`src/rtl/wb_master_arbiter.sv`:
```
// Two-master Wishbone arbiter with round-robin grant and a per-transfer watchdog.
// Master 0 is the boot master and master 1 is the CPU. Both share one slave bus.
// The owner keeps the bus for as long as it holds cyc. A transfer that stalls too
// long is aborted with an err to its owner.
module wb_master_arbiter #(
  parameter int unsigned WB_DATA = 32,
  parameter int unsigned TIMEOUT = 255
) (
  input  logic                   wb_clk,
  input  logic                   wb_rst,
  // master 0 (boot)
  input  logic                   m0_cyc_i,
  input  logic                   m0_stb_i,
  input  logic                   m0_we_i,
  input  logic [WB_DATA-1:0]     m0_adr_i,
  input  logic [WB_DATA-1:0]     m0_dat_i,
  input  logic [WB_DATA/8-1:0]   m0_sel_i,
  input  logic [2:0]             m0_cti_i,
  input  logic [1:0]             m0_bte_i,
  output logic                   m0_ack_o,
  output logic                   m0_err_o,
  output logic                   m0_rty_o,
  output logic [WB_DATA-1:0]     m0_dat_o,
  // master 1 (CPU)
  input  logic                   m1_cyc_i,
  input  logic                   m1_stb_i,
  input  logic                   m1_we_i,
  input  logic [WB_DATA-1:0]     m1_adr_i,
  input  logic [WB_DATA-1:0]     m1_dat_i,
  input  logic [WB_DATA/8-1:0]   m1_sel_i,
  input  logic [2:0]             m1_cti_i,
  input  logic [1:0]             m1_bte_i,
  output logic                   m1_ack_o,
  output logic                   m1_err_o,
  output logic                   m1_rty_o,
  output logic [WB_DATA-1:0]     m1_dat_o,
  // shared slave bus
  output logic                   s_cyc_o,
  output logic                   s_stb_o,
  output logic                   s_we_o,
  output logic [WB_DATA-1:0]     s_adr_o,
  output logic [WB_DATA-1:0]     s_dat_o,
  output logic [WB_DATA/8-1:0]   s_sel_o,
  output logic [2:0]             s_cti_o,
  output logic [1:0]             s_bte_o,
  input  logic                   s_ack_i,
  input  logic                   s_err_i,
  input  logic                   s_rty_i,
  input  logic [WB_DATA-1:0]     s_dat_i,
  // status
  output logic [1:0]             grant,
  output logic                   timeout_evt
);

  // The abort fires on the stalled cycle that would take the watchdog to TIMEOUT.
  localparam logic [7:0] WdogLast = 8'(TIMEOUT - 1);
  localparam logic [7:0] WdogMax  = 8'hFF;

  typedef enum logic [1:0] {
    StIdle,
    StGrant0,
    StGrant1,
    StAbort
  } state_e;

  state_e     state_q, state_d;
  logic [7:0] wdog_q, wdog_d;
  logic       last_q, last_d;    // 1: master 1 was served last
  logic       owner_q, owner_d;  // master holding the bus in GRANT/ABORT
  logic [1:0] grant_q, grant_d;
  logic       tevt_q, tevt_d;

  logic own_cyc;
  logic own_stb;
  logic s_term;
  logic bus_en;
  logic sel_m0;
  logic sel_m1;
  logic abort_act;

  assign own_cyc = owner_q ? m1_cyc_i : m0_cyc_i;
  assign own_stb = owner_q ? m1_stb_i : m0_stb_i;
  assign s_term  = s_ack_i | s_err_i | s_rty_i;

  // Outputs are forced quiet while reset is held so nothing leaks mid-transfer.
  assign bus_en    = ~wb_rst;
  assign sel_m0    = bus_en & (state_q == StGrant0);
  assign sel_m1    = bus_en & (state_q == StGrant1);
  assign abort_act = bus_en & (state_q == StAbort);

  // Next-state: arbitration, hold-while-cyc, watchdog and abort sequencing.
  always_comb begin
    state_d = state_q;
    wdog_d  = wdog_q;
    last_d  = last_q;
    owner_d = owner_q;
    case (state_q)
      StIdle: begin
        if (m0_cyc_i || m1_cyc_i) begin
          // m1 wins if it is alone, or if both ask and m0 was served last.
          owner_d = m1_cyc_i & (~m0_cyc_i | ~last_q);
          state_d = owner_d ? StGrant1 : StGrant0;
          wdog_d  = '0;
        end
      end
      StGrant0, StGrant1: begin
        if (!own_cyc) begin
          // Cycle release wins over a coincident watchdog expiry.
          state_d = StIdle;
          last_d  = owner_q;
        end else if (s_term) begin
          // Any termination, even in the expiry cycle, restarts the watchdog.
          wdog_d = '0;
        end else if (own_stb) begin
          if (wdog_q == WdogLast) begin
            state_d = StAbort;
          end else if (wdog_q != WdogMax) begin
            wdog_d = wdog_q + 8'd1;
          end
        end
      end
      StAbort: begin
        state_d = StIdle;
        last_d  = owner_q;
        wdog_d  = '0;
      end
      default: begin
        state_d = StIdle;
      end
    endcase

    case (state_d)
      StGrant0: grant_d = 2'b01;
      StGrant1: grant_d = 2'b10;
      default:  grant_d = 2'b00;
    endcase
    tevt_d = (state_d == StAbort);
  end

  // State register with synchronous reset; m1 marked last-served so m0 wins first.
  always_ff @(posedge wb_clk) begin
    if (wb_rst) begin
      state_q <= StIdle;
      wdog_q  <= '0;
      last_q  <= 1'b1;
      owner_q <= 1'b0;
      grant_q <= 2'b00;
      tevt_q  <= 1'b0;
    end else begin
      state_q <= state_d;
      wdog_q  <= wdog_d;
      last_q  <= last_d;
      owner_q <= owner_d;
      grant_q <= grant_d;
      tevt_q  <= tevt_d;
    end
  end

  // Slave bus mux: pass the owner's request through, else drive all zero.
  always_comb begin
    s_cyc_o = 1'b0;
    s_stb_o = 1'b0;
    s_we_o  = 1'b0;
    s_adr_o = '0;
    s_dat_o = '0;
    s_sel_o = '0;
    s_cti_o = '0;
    s_bte_o = '0;
    if (sel_m0) begin
      s_cyc_o = m0_cyc_i;
      s_stb_o = m0_stb_i;
      s_we_o  = m0_we_i;
      s_adr_o = m0_adr_i;
      s_dat_o = m0_dat_i;
      s_sel_o = m0_sel_i;
      s_cti_o = m0_cti_i;
      s_bte_o = m0_bte_i;
    end else if (sel_m1) begin
      s_cyc_o = m1_cyc_i;
      s_stb_o = m1_stb_i;
      s_we_o  = m1_we_i;
      s_adr_o = m1_adr_i;
      s_dat_o = m1_dat_i;
      s_sel_o = m1_sel_i;
      s_cti_o = m1_cti_i;
      s_bte_o = m1_bte_i;
    end
  end

  // Response routing: only the owner sees the slave; abort injects err to the owner.
  always_comb begin
    m0_ack_o = sel_m0 & s_ack_i;
    m0_rty_o = sel_m0 & s_rty_i;
    m0_err_o = (sel_m0 & s_err_i) | (abort_act & ~owner_q);
    m0_dat_o = sel_m0 ? s_dat_i : '0;
    m1_ack_o = sel_m1 & s_ack_i;
    m1_rty_o = sel_m1 & s_rty_i;
    m1_err_o = (sel_m1 & s_err_i) | (abort_act & owner_q);
    m1_dat_o = sel_m1 ? s_dat_i : '0;
  end

  // Grant shows the bus owner; it reads 00 in ABORT because the bus is released.
  assign grant       = bus_en ? grant_q : 2'b00;
  assign timeout_evt = bus_en & tevt_q;

endmodule

```
`config.mk`:
```
export PLATFORM = sky130hd
export DESIGN_NAME = wb_master_arbiter
export DESIGN_NICKNAME = d
export VERILOG_FILES = /design/src/rtl/wb_master_arbiter.sv
export SDC_FILE = /design/constraint.sdc
export NUM_CORES = 1
export LEC_CHECK = 0
export BUFFER_PORTS_ARGS = -buffer_cell sky130_fd_sc_hd__buf_2
export CAP_MARGIN = 20
export CORE_AREA = 2 2 130 132
export CTS_CLUSTER_SIZE = 30
export DETAILED_ROUTE_END_ITERATION = 8
export DIE_AREA = 0 0 132 134
export PLACE_DENSITY_LB_ADDON = 0.08
export SLEW_MARGIN = 10
export SYNTH_ARGS = -nofsm -noshare
export SYNTH_HDL_FRONTEND = slang
export SYNTH_SLANG_ARGS = --single-unit
```
`constraint.sdc`:
```
create_clock -name wb_clk -period 2.25 [get_ports wb_clk]
set_input_delay 0.225 -clock wb_clk [delete_from_list [all_inputs] [get_ports wb_clk]]
set_output_delay 0.225 -clock wb_clk [all_outputs]
set_load 0.02 [all_outputs]
```
* Yosys cells after proc, flatten, opt, wreduce, memory -nomap -nowiden
Cells that the tools add are included.
** Word-level totals
- Register bits after elaboration :: 15
- Bits of input ports :: 189
- Output and inout port bits :: 149
- Logic and storage cells :: 88
** Cells by class
- Reductions and logical operators :: 7
- Multiplexer cells :: 38
- Bitwise gates (word level) :: 22
- Add/subtract/negate cells :: 1
- Equality and inequality tests :: 14
** Operator list (count)
- 2-to-1 mux 32 bit :: 6
- 2-to-1 mux 8 bit :: 6
- one-hot mux 8 bit (3 select lines) :: 1
- 2-to-1 mux 2 bit :: 9
- AND 1 bit :: 13
- 2-to-1 mux 1 bit :: 9
- inequality test 3 bit, second input constant :: 3
- adder 8 x 1 -> 8 bit, second input constant :: 1
- == test 2 bit, second input constant :: 4
- == test 8 bit, second input constant :: 1
- 2-to-1 mux 4 bit :: 2
- inequality test 8 bit, second input constant :: 1
- 2-to-1 mux 3 bit :: 2
- inequality test 2 bit, second input constant :: 3
- one-hot mux 2 bit (3 select lines) :: 1
- bitwise OR 1 bit :: 5
- AND reduction 5 bit :: 1
- == test 2 x 1 -> 1 bit, second input constant :: 2
- inverter 1 bit :: 4
- one-hot mux 2 bit (2 select lines) :: 1
- AND reduction 2 bit :: 2
- logical NOT 2 bit :: 1
- one-hot mux 1 bit (2 select lines) :: 1
- nonzero test 2 bit :: 1
- other kinds (2) :: 2

* Depth between registers and ports, before layout
Gate-level depths: netlist of the first run.
- Word-level depth :: 8
- Depth in mapped cells :: 7
- Gate-level depth less buffers :: 7

* Worst setup path after synthesis of the first run
OpenSTA, ideal clock, no wires.
- Path type :: reg2out
- Start point :: reg state_q[0]
- End point :: out s_adr_o[0]
- Path buffers :: 2
- Slack :: 0.351 ns
- Stages on the path, launching flop included :: 8
- Data arrival time :: 1.674 ns
- Data required time :: 2.025 ns
- Cell sequence :: dfxtp_1 inv_1 ha_1 nor2b_1 and2b_1 buf_2 buf_2 a22o_1
** On the way
- Cells in the longest elaborated chain, start to end :: 4
- Elaborated cells on any way between the ends :: 6
- Classes of those cells :: eq/ne (2); mux (2); bitwise (2)
** Ends and longest elaborated chain
- from (decl) :: RTL line 66 : state_e state_q, state_d;
- from (signal assigned) :: RTL line 143 : state_q <= StIdle;
- from (signal assigned) :: RTL line 150 : state_q <= state_d;
- == test 2 bit :: RTL line 88 : assign sel_m1 = bus_en & (state_q == StGrant1);
- AND 1 bit :: RTL line 88
- 2-to-1 mux 32 bit :: RTL line 178 : end else if (sel_m1) begin
- 2-to-1 mux 32 bit (*) :: RTL line 169 : if (sel_m0) begin
- to (decl) :: RTL line 41 : output logic [WB_DATA-1:0] s_adr_o,
Every way passes the cells marked *; elsewhere a longest branch is shown, timed or not.

* Final worst setup path of the first run
- Start point :: reg state_q[0]
- End point :: out s_adr_o[30]
The elaborated chain is that of the path after synthesis.

==> qor.yml, run 1 <==
detailed_routing:
  vias: 3545
  drc_errors: 0
  firstDrtPassIters: 6
  vias_per_cell: 4.28
  drt-initial-drc-count: 200
  antenna_left: 0
  route.final.wire_length_um: 15700
  avgRoutedWirePerCell_um: 19.0
grt:
  antenna_found_initial: 7
  track_usage_pct: 16.0
  grt_max_degree: 77
  grt_overflow: 0
  grt_pass1_wl_um: 21700
  grt_pass1_vias: 3359
setup_path:
  crit_fanout: 38
  crit_path_end_kind: "primary output"
  startpoint: "state_q[0]$_SDFF_PP0_"
  rr_worst_depth: 7
  crit_required_ps: 2030
  cp-start-kind: "register"
  r2r_start: "state_q[1]$_SDFF_PP0_"
  setup.worst_path.class: "register to primary output"
  worstPathArrival_ps: 1930
sta:
  finalCriticalPeriod_ps: 2150
  setup_violations: 0
  grt_setup_unrepaired: "no"
  fin_tns_setup_ps: 0
  worst_slack_ps: 98.9
  skew_ps: 1.07
  tightest_slew_ps: 465
  hold_ws_ps: 368
  max_freq_mhz: 465
  timing.final.crit_share_pct: 95.6
  relSlewSlack_pct: 68.5
  maxSlewViolCount: 0
  hold_violations: 0
placement:
  place.port_buffers: 337
  hpwl_um: 13000
  place_congestion: 0.908
  pre_cts_ws_ps: 207
cells_and_area:
  area_growth_pct: 96.4
  multi_input_area_sq_mm: 0.00171
  nets: 800
  n_fill_cell: 1847
  drive_gt1_share_pct: 59.2
  register_area_sq_um: 302
power_and_ir_drop:
  p_total_uw: 1470
  ir_drop_v: 0.000218
  internal_power_uw: 872
  p_per_area_mw_per_mm2: 351
  p_clk_share_pct: 23.7
  switching_share_pct: 40.8
  pwr-share-comb_pct: 56.2
  net-switching-power_uw: 600
  leakagePower_uw: 0.00242
  seqPwrFrac_pct: 20.1
cts:
  cts.sinks: 15
  clockRootBuffer: "clkbuf_16"
  clockBufferDepth: 2
  clock_latency_ps: 240
  cts_tree: "built"
  h-tree-depth: 1
  clk_pin_slew_ps: 50
  cts_buffers: 3
  postCtsSetupBuffers: 0
yosys:
  synth_warnings: 0
  syn_avg_cell_area_sq_um: 7.55
  synth_ff_type: "dfxtp_1"
  ys_top_cells_by_area: "a22o_1, and2_1, dfxtp_1, ha_1, clkbuf_1"
  synth_nets: 479
  synthArstFlopShare_pct: 0
  synth_area_sq_mm: 0.00214
  synth-edff-count: 0
  ys_top_cells_by_count: "a22o_1, and2_1, clkbuf_1"
  ys_ff_latch: 15
  synth_area_leader_cell: "a22o_1"
  synthDominantCellAreaShare_pct: 31.2
  synth_cells: 283
  synth_most_common_cell: "a22o_1"
  synth_cell_types: 36
  ys_seq_area_share_pct: 14.1
worst_hold_path:
  min_path_type: "input port to register"
  worstHoldStart: "m0_cyc_i"
  hold_depth: 4
run:
  drv.max_cap_violation_count: 0
die:
  io_pins: 338
  core-area_sq_mm: 0.0163
  die_height_um: 134
  dieArea_sq_mm: 0.0177
  rows: 47
  die_x_um: 132
  start_util_pct: 13.1
outcome:
  outcome: "finished, final reports clean"
[cell type report]
type	count	share of cell area, %
Antenna cell	5	0.298
Clock buffer	3	1.79
Clock inverter	1	0.119
Inverter	8	0.716
Multi-Input combinational cell	234	40.7
Sequential cell	15	7.19
Tap cell	220	6.56
Timing Repair Buffer	342	42.6
[metrics by stage]
step / area [sq um] / utilization [%] / cells
detailed placement: 4060 / 24.9 / 818
CTS: 4150 / 25.5 / 822
global route: 4190 / 25.7 / 825
finish: 4200 / 25.8 / 828
floorplan: 2140 / - / 283
global placement: 4060 / 24.9 / 818
[state kept, by name, summed over array words and instances (netlist names)]
signal,cells
wdog_q,8
grant_q,2
state_q,2
last_q,1
owner_q,1
tevt_q,1
[routing by layer]
metal	up-vias	track usage, %	routed length [um]
met5	-	0	27
li1	1687	-	-
met3	16	3.78	1380
met4	4	3.50	204
met2	165	27.7	7620
met1	1673	20.3	6480
[kinds of logic after synthesis]
family | share of synthesized area (%)
compound gates | 41.5
buf+inv | 6.85
flops | 14.1
xor+xnor | 0.820
simple gates | 31.7
fa+ha+maj | 4.10
mux | 0.937
[critical path, cell delays in order, from the launching register on]
cell and delay (ps):
dfxtp_2 360, inv_2 70, ha_1 200, nor2b_2 160, and2b_2 260, clkbuf_16 240, a22o_1 220, buf_2 160
[worst paths after layout]
check,end,slack (ps)
setup / recovery,s_adr_o[30],100
hold / removal,owner_q$_SDFFE_PP0P_,370
setup reg to reg,wdog_q[6]$_SDFFE_PP0P_,240
hold reg to reg,wdog_q[5]$_SDFFE_PP0P_,510
[cell usage in the layout, fill, tap and decap left out, types with 3 or more instances in the layout]
cell type	instances
buf_2	337
a22o_1	75
and2_1	70
dfxtp_1	14
nor2_1	12
o21ai_0	10
a21oi_1	8
inv_1	7
nand2_1	7
ha_1	7
nor2b_1	6
or3_1	6
diode_2	5
nand3_1	4
clkbuf_16	4
nor3_1	3
[timing repair]
action                                  in CTS  in global routing
cloned                                       0                  1
gates resized for setup                      1                  3
hold buffers                                 0                  0
endpoints found under the setup margin       1                 71
[power by group through the flow]
stage / sequential, uW / combinational [uW] / clock (uW)
after floorplan: 294 / 443 / 0
after global placement: 300 / 820 / 0
after detailed placement: 300 / 817 / 0
after CTS: 295 / 827 / 357
after global routing: 297 / 888 / 377
final: 296 / 828 / 349
Note: power is estimated with default switching activity, not from simulation.
==> run 2: changes to the inputs <==
--- a/config.mk
+++ b/config.mk
@@ -5,12 +5,13 @@
 export SDC_FILE = /design/constraint.sdc
 export NUM_CORES = 1
 export LEC_CHECK = 0
+export ABC_AREA = 1
 export BUFFER_PORTS_ARGS = -buffer_cell sky130_fd_sc_hd__buf_2
 export CAP_MARGIN = 20
-export CORE_AREA = 2 2 130 132
+export CORE_AREA = 4 4 130 132
 export CTS_CLUSTER_SIZE = 30
 export DETAILED_ROUTE_END_ITERATION = 8
-export DIE_AREA = 0 0 132 134
+export DIE_AREA = 0 0 134 136
 export PLACE_DENSITY_LB_ADDON = 0.08
 export SLEW_MARGIN = 10
 export SYNTH_ARGS = -nofsm -noshare
==> qor.yml, run 2 <==
outcome:
  outcome: "finished, final reports clean"
cts:
  cts_tree: "built"
  clockRootBuffer: "clkbuf_16"
  postCtsSetupBuffers: 0
  cts.sinks: 15
  clk_pin_slew_ps: 50
  hold_buffers: 0
  clockBufferDepth: 2
  cts_buffers: 3
  clock_latency_ps: 250
  h-tree-depth: 1
setup_path:
  cp-start-kind: "register"
  worstPathArrival_ps: 1850
  crit_path_end_kind: "primary output"
  crit_required_ps: 2030
  setup.worst_path.class: "register to primary output"
  crit_fanout: 47
power_and_ir_drop:
  leakagePower_uw: 0.00300
  switching_share_pct: 44.6
  net-switching-power_uw: 697
  seqPwrFrac_pct: 18.7
  p_clk_share_pct: 22.6
  ir_drop_v: 0.000188
  internal_power_uw: 866
  pwr-share-comb_pct: 58.7
  p_per_area_mw_per_mm2: 325
yosys:
  synth_most_common_cell: "nand2_1"
  syn_avg_cell_area_sq_um: 5.07
  synth_ff_type: "dfxtp_1"
  synth_area_leader_cell: "nand2_1"
  synth_cells: 543
  synth-edff-count: 0
  synthArstFlopShare_pct: 0
  ys_top_cells_by_area: "nand2_1, nand3_1, o21ai_0, nor2_1, dfxtp_1"
  ys_seq_area_share_pct: 10.9
  synthDominantCellAreaShare_pct: 16.4
  ys_top_cells_by_count: "nand2_1, nand3_1, nor2_1"
  synth_area_sq_mm: 0.00275
  synth_cell_types: 29
  synth_warnings: 0
  ys_ff_latch: 15
  synth_nets: 739
grt:
  grt_pass1_wl_um: 24600
  grt_max_degree: 61
  grt_pass1_vias: 4379
  grt_overflow: 0
  antenna_found_initial: 4
  track_usage_pct: 16.9
cells_and_area:
  largestRegisters: "wdog_q (8), grant_q (2), state_q (2)"
  fin_cells: 1075
  drive_gt1_share_pct: 45.3
  post-route-util_pct: 30.6
  top_register: "wdog_q"
  n_fill_cell: 1826
  area_growth_pct: 74.8
  final_cell_mix: "buf_2, nand2_1, nand3_1"
  final_common_cell: "buf_2"
  largest_reg_flops: 8
  nets: 1054
sta:
  maxSlewViolCount: 0
  finalCriticalPeriod_ps: 2080
  setup_violations: 0
  tightest_slew_ps: 537
  hold_ws_ps: 283
  max_freq_mhz: 481
  timing.final.crit_share_pct: 92.3
  grt_setup_unrepaired: "no"
  skew_ps: 5.44
  hold_violations: 0
  relSlewSlack_pct: 64.2
  worst_slack_ps: 173
  fin_tns_setup_ps: 0
run:
  drv.max_cap_violation_count: 0
detailed_routing:
  met1_length_um: 6410
  wl_met3_um: 1680
  drt-initial-drc-count: 159
  firstDrtPassIters: 4
  vias_per_cell: 4.25
  met2_length_um: 8650
  drc_errors: 0
  top_layer: "met5"
  vias: 4573
  antenna_left: 0
  avgRoutedWirePerCell_um: 15.8
  route.final.wire_length_um: 17000
die:
  io_pins: 338
  dieArea_sq_mm: 0.0182
  die_height_um: 136
  start_util_pct: 17.5
  die_x_um: 134
  core-area_sq_mm: 0.0157
  rows: 46
placement:
  place_congestion: 0.851
  pre_cts_ws_ps: 285
  dp.cells: 1068
  place.port_buffers: 337
  hpwl_um: 13800
worst_hold_path:
  min_path_type: "input port to register"
run 2: repair_timing:
| action | CTS | global route |
|---|---|---|
| resized for setup | 1 | 6 |
| pin swaps | 0 | 0 |
| setup endpoints to repair | 1 | 44 |
| gates cloned | 0 | 1 |
run 2: kinds of logic (layout without fill, tap and decap cells):
kind of cell               count (synthesis)  count (layout)  share of synthesized area [%]
DFF                                       15              15                           10.9
buffers and inverters                    109             423                           16.5
and+or+nand+nor                          321             321                           51.9
xor gates and xnor gates                   1               1                          0.318
adders and majority gates                  7               7                           3.18
other                                      0               2                              0
AOI/OAI and AO/OA                         90              90                           17.2
run 2: stage by stage:
step,power (uW),instance area [sq um]
finish,1560,4810
global route,1690,4810
CTS,1570,4750
detailed placement,1200,4670
global placement,1210,4670
floorplan,807,2750
run 2: area by class of cell:
cell class / count / area (sq um) / area share [%]
Multi-Input combinational cell: 419 / 2030 / 42.1
Sequential cell: 15 / 300 / 6.24
Antenna cell: 2 / 5.00 / 0.104
Timing Repair Buffer: 352 / 1870 / 38.9
Inverter: 67 / 260 / 5.41
Clock buffer: 4 / 78.8 / 1.64
Tap cell: 216 / 270 / 5.62
run 2: path summary, 6_finish.rpt:
path	start	slack, ps	cells after the start	to
worst max-delay path	state_q[0]$_SDFF_PP0_	170	6	s_dat_o[16]
worst min-delay path	wb_rst	280	2	wdog_q[2]$_SDFFE_PP0P_
worst max register to register	state_q[0]$_SDFF_PP0_	450	12	wdog_q[5]$_SDFFE_PP0P_
worst min register to register	wdog_q[3]$_SDFFE_PP0P_	490	2	wdog_q[3]$_SDFFE_PP0P_
run 2: critical path: stages (launching register included):
cell and delay (ps):
dfxtp_1 350, inv_1 140, ha_1 270, nand2_8 170, buf_16 230, o21ai_0 200
buf_2 220
run 2: routing by layer:
metal | global-route usage (%) | up-vias
met1 | 17.9 | 1978
met2 | 32.5 | 220
met4 | 3.54 | 4
met3 | 5.63 | 22
li1 | - | 2349
met5 | 0 | -
run 2: power groups by stage:
stage / logic [uW] / clock network, uW / registers (uW)
final: 917 / 353 / 293
after global routing: 1020 / 379 / 295
after CTS: 909 / 366 / 292
after detailed placement: 905 / 0 / 297
after global placement: 911 / 0 / 298
after floorplan: 514 / 0 / 294
==> run 3: changes to the inputs <==
--- a/config.mk
+++ b/config.mk
@@ -8,10 +8,11 @@
 export ABC_AREA = 1
 export BUFFER_PORTS_ARGS = -buffer_cell sky130_fd_sc_hd__buf_2
 export CAP_MARGIN = 20
-export CORE_AREA = 4 4 130 132
+export CORE_AREA = 2 2 132 134
 export CTS_CLUSTER_SIZE = 30
 export DETAILED_ROUTE_END_ITERATION = 8
 export DIE_AREA = 0 0 134 136
+export GPL_ROUTABILITY_DRIVEN = 0
 export PLACE_DENSITY_LB_ADDON = 0.08
 export SLEW_MARGIN = 10
 export SYNTH_ARGS = -nofsm -noshare
==> qor.yml, run 3 (same netlist as run 2, synthesis figures left out) <==
outcome:
  outcome: "finished, final reports clean"
cells_and_area:
  n_fill_cell: 1983
  nets: 1054
  largest_reg_flops: 8
  fin_cells: 1084
  final_cell_mix: "buf_2, nand2_1, nand3_1"
  multi_input_area_sq_mm: 0.00201
  final_area_sq_mm: 0.00481
  area_growth_pct: 74.9
  final_common_cell: "buf_2"
  drive_gt1_share_pct: 45.4
  largestRegisters: "wdog_q (8), grant_q (2), state_q (2)"
  register_area_sq_um: 300
  top_register: "wdog_q"
detailed_routing:
  vias: 4555
  firstDrtPassIters: 4
  avgRoutedWirePerCell_um: 15.3
  route.final.wire_length_um: 16600
  met2_length_um: 8620
  drc_errors: 0
  vias_per_cell: 4.20
  met1_length_um: 6240
  wl_met3_um: 1480
  drt-initial-drc-count: 175
  antenna_left: 0
  top_layer: "met5"
cts:
  postCtsSetupBuffers: 0
  clockBufferDepth: 2
  clk_pin_slew_ps: 50
  cts_tree: "built"
  clockRootBuffer: "clkbuf_16"
  cts_buffers: 3
  h-tree-depth: 1
  clock_latency_ps: 250
  cts.sinks: 15
sta:
  hold_violations: 0
  relSlewSlack_pct: 75.0
  skew_ps: 2.07
  timing.final.crit_share_pct: 93.7
  maxSlewViolCount: 0
  tightest_slew_ps: 371
  fin_tns_setup_ps: 0
  setup_violations: 0
  finalCriticalPeriod_ps: 2110
  max_freq_mhz: 474
  grt_setup_unrepaired: "no"
run:
  drv.max_cap_violation_count: 0
power_and_ir_drop:
  p_clk_share_pct: 23.1
  leakagePower_uw: 0.00301
  pwr-share-comb_pct: 58.2
  net-switching-power_uw: 700
  switching_share_pct: 44.9
  internal_power_uw: 859
  ir_drop_v: 0.000200
  p_per_area_mw_per_mm2: 324
  seqPwrFrac_pct: 18.7
placement:
  hpwl_um: 13600
  dp.cells: 1077
  dpl_cell_area_sq_mm: 0.00470
  place.port_buffers: 337
setup_path:
  cp-start-kind: "register"
  setup.worst_path.class: "register to primary output"
  max_stage_delay_ps: 330
  worstPathArrival_ps: 1880
  crit_fanout: 75
  path_cells: "inv_1, ha_2, buf_12, nand3_1, o21ai_0, buf_2"
  crit_required_ps: 2030
  crit_path_end_kind: "primary output"
  slowest_stage: "dfxtp_1"
grt:
  track_usage_pct: 17.1
  grt_pass1_vias: 4372
  grt_max_degree: 76
  antenna_found_initial: 3
  grt_pass1_wl_um: 24100
  grt_overflow: 0
die:
  rows: 48
  io_pins: 338
  die_height_um: 136
  die_x_um: 134
  start_util_pct: 16.3
  core-area_sq_mm: 0.0169
  dieArea_sq_mm: 0.0182
worst_hold_path:
  min_path_type: "input port to register"
==> run 3: changes by cell type in the layout (fill, tap and decap cells not counted) <==
cell      previous run  this run
buf_12               2         5
buf_16               1         0
buf_6                2         0
clkbuf_1             1         0
clkinv_2             1         2
ha_2                 0         1
ha_4                 1         0
nand2_4              5         6
nand2_8              1         0
o21ai_0             65        66
o21ai_1             14        13
==> run 3: final timing paths <==
path | start | end | slack [ps] | depth (start not counted)
worst max-delay path | state_q[1]$_SDFF_PP0_ | s_adr_o[27] | 140 | 6
worst min-delay path | m1_cyc_i | owner_q$_SDFFE_PP0P_ | 310 | 3
worst max register to register | state_q[0]$_SDFF_PP0_ | wdog_q[5]$_SDFFE_PP0P_ | 520 | 12
worst min register to register | wdog_q[3]$_SDFFE_PP0P_ | wdog_q[3]$_SDFFE_PP0P_ | 480 | 2
==> run 3: metrics by stage <==
stage / util (%) / power [uW] / setup WS (ps) / hold slack [ps]
global route: 28.5 / 1680 / 23.8 / 329
floorplan: - / 807 / 334 / 390
CTS: 28.3 / 1580 / 103 / 311
global placement: 27.9 / 1210 / 392 / 479
finish: 28.5 / 1560 / 142 / 312
detailed placement: 27.9 / 1200 / 381 / 470
==> run 3: power by group through the flow <==
stage	sequential, uW	clock (uW)	combinational (uW)
3_5_place_dp	297	0	907
4_1_cts	291	379	910
6_report	291	361	907
5_1_grt	293	386	1000
2_1_floorplan	294	0	514
3_3_place_gp	297	0	912
==> run 3: layout make-up <==
class	instances	share of cell area (%)
diodes	2	0.104
clock buffers	3	1.56
clock inverters	1	0.104
inverters	67	5.41
multi-input cells	419	41.7
flip-flops and latches	15	6.24
well taps	225	5.85
repair buffers	352	39.0
==> run 3: critical path: cells and delay by family, from the launching register on <==
kind                       cells  cell delay [ps]
AOI/OAI and AO/OA              1              170
adders and majority gates      1              270
buffers and inverters          3              690
DFF                            1              330
and+or+nand+nor                1              110
==> run 3: timing repair <==
item                       4_1_cts  5_1_grt
hold buffers                     0        0
gates resized for setup          0        2
hold endpoints to repair         0        0
setup endpoints to repair        0        8
==> run 3: metal layers <==
| metal | global-route usage (%) | vias up |
|---|---|---|
| met2 | 34.0 | 212 |
| li1 | - | 2352 |
| met4 | 3.13 | 2 |
| met5 | 0 | - |
| met3 | 5.07 | 16 |
| met1 | 17.6 | 1973 |
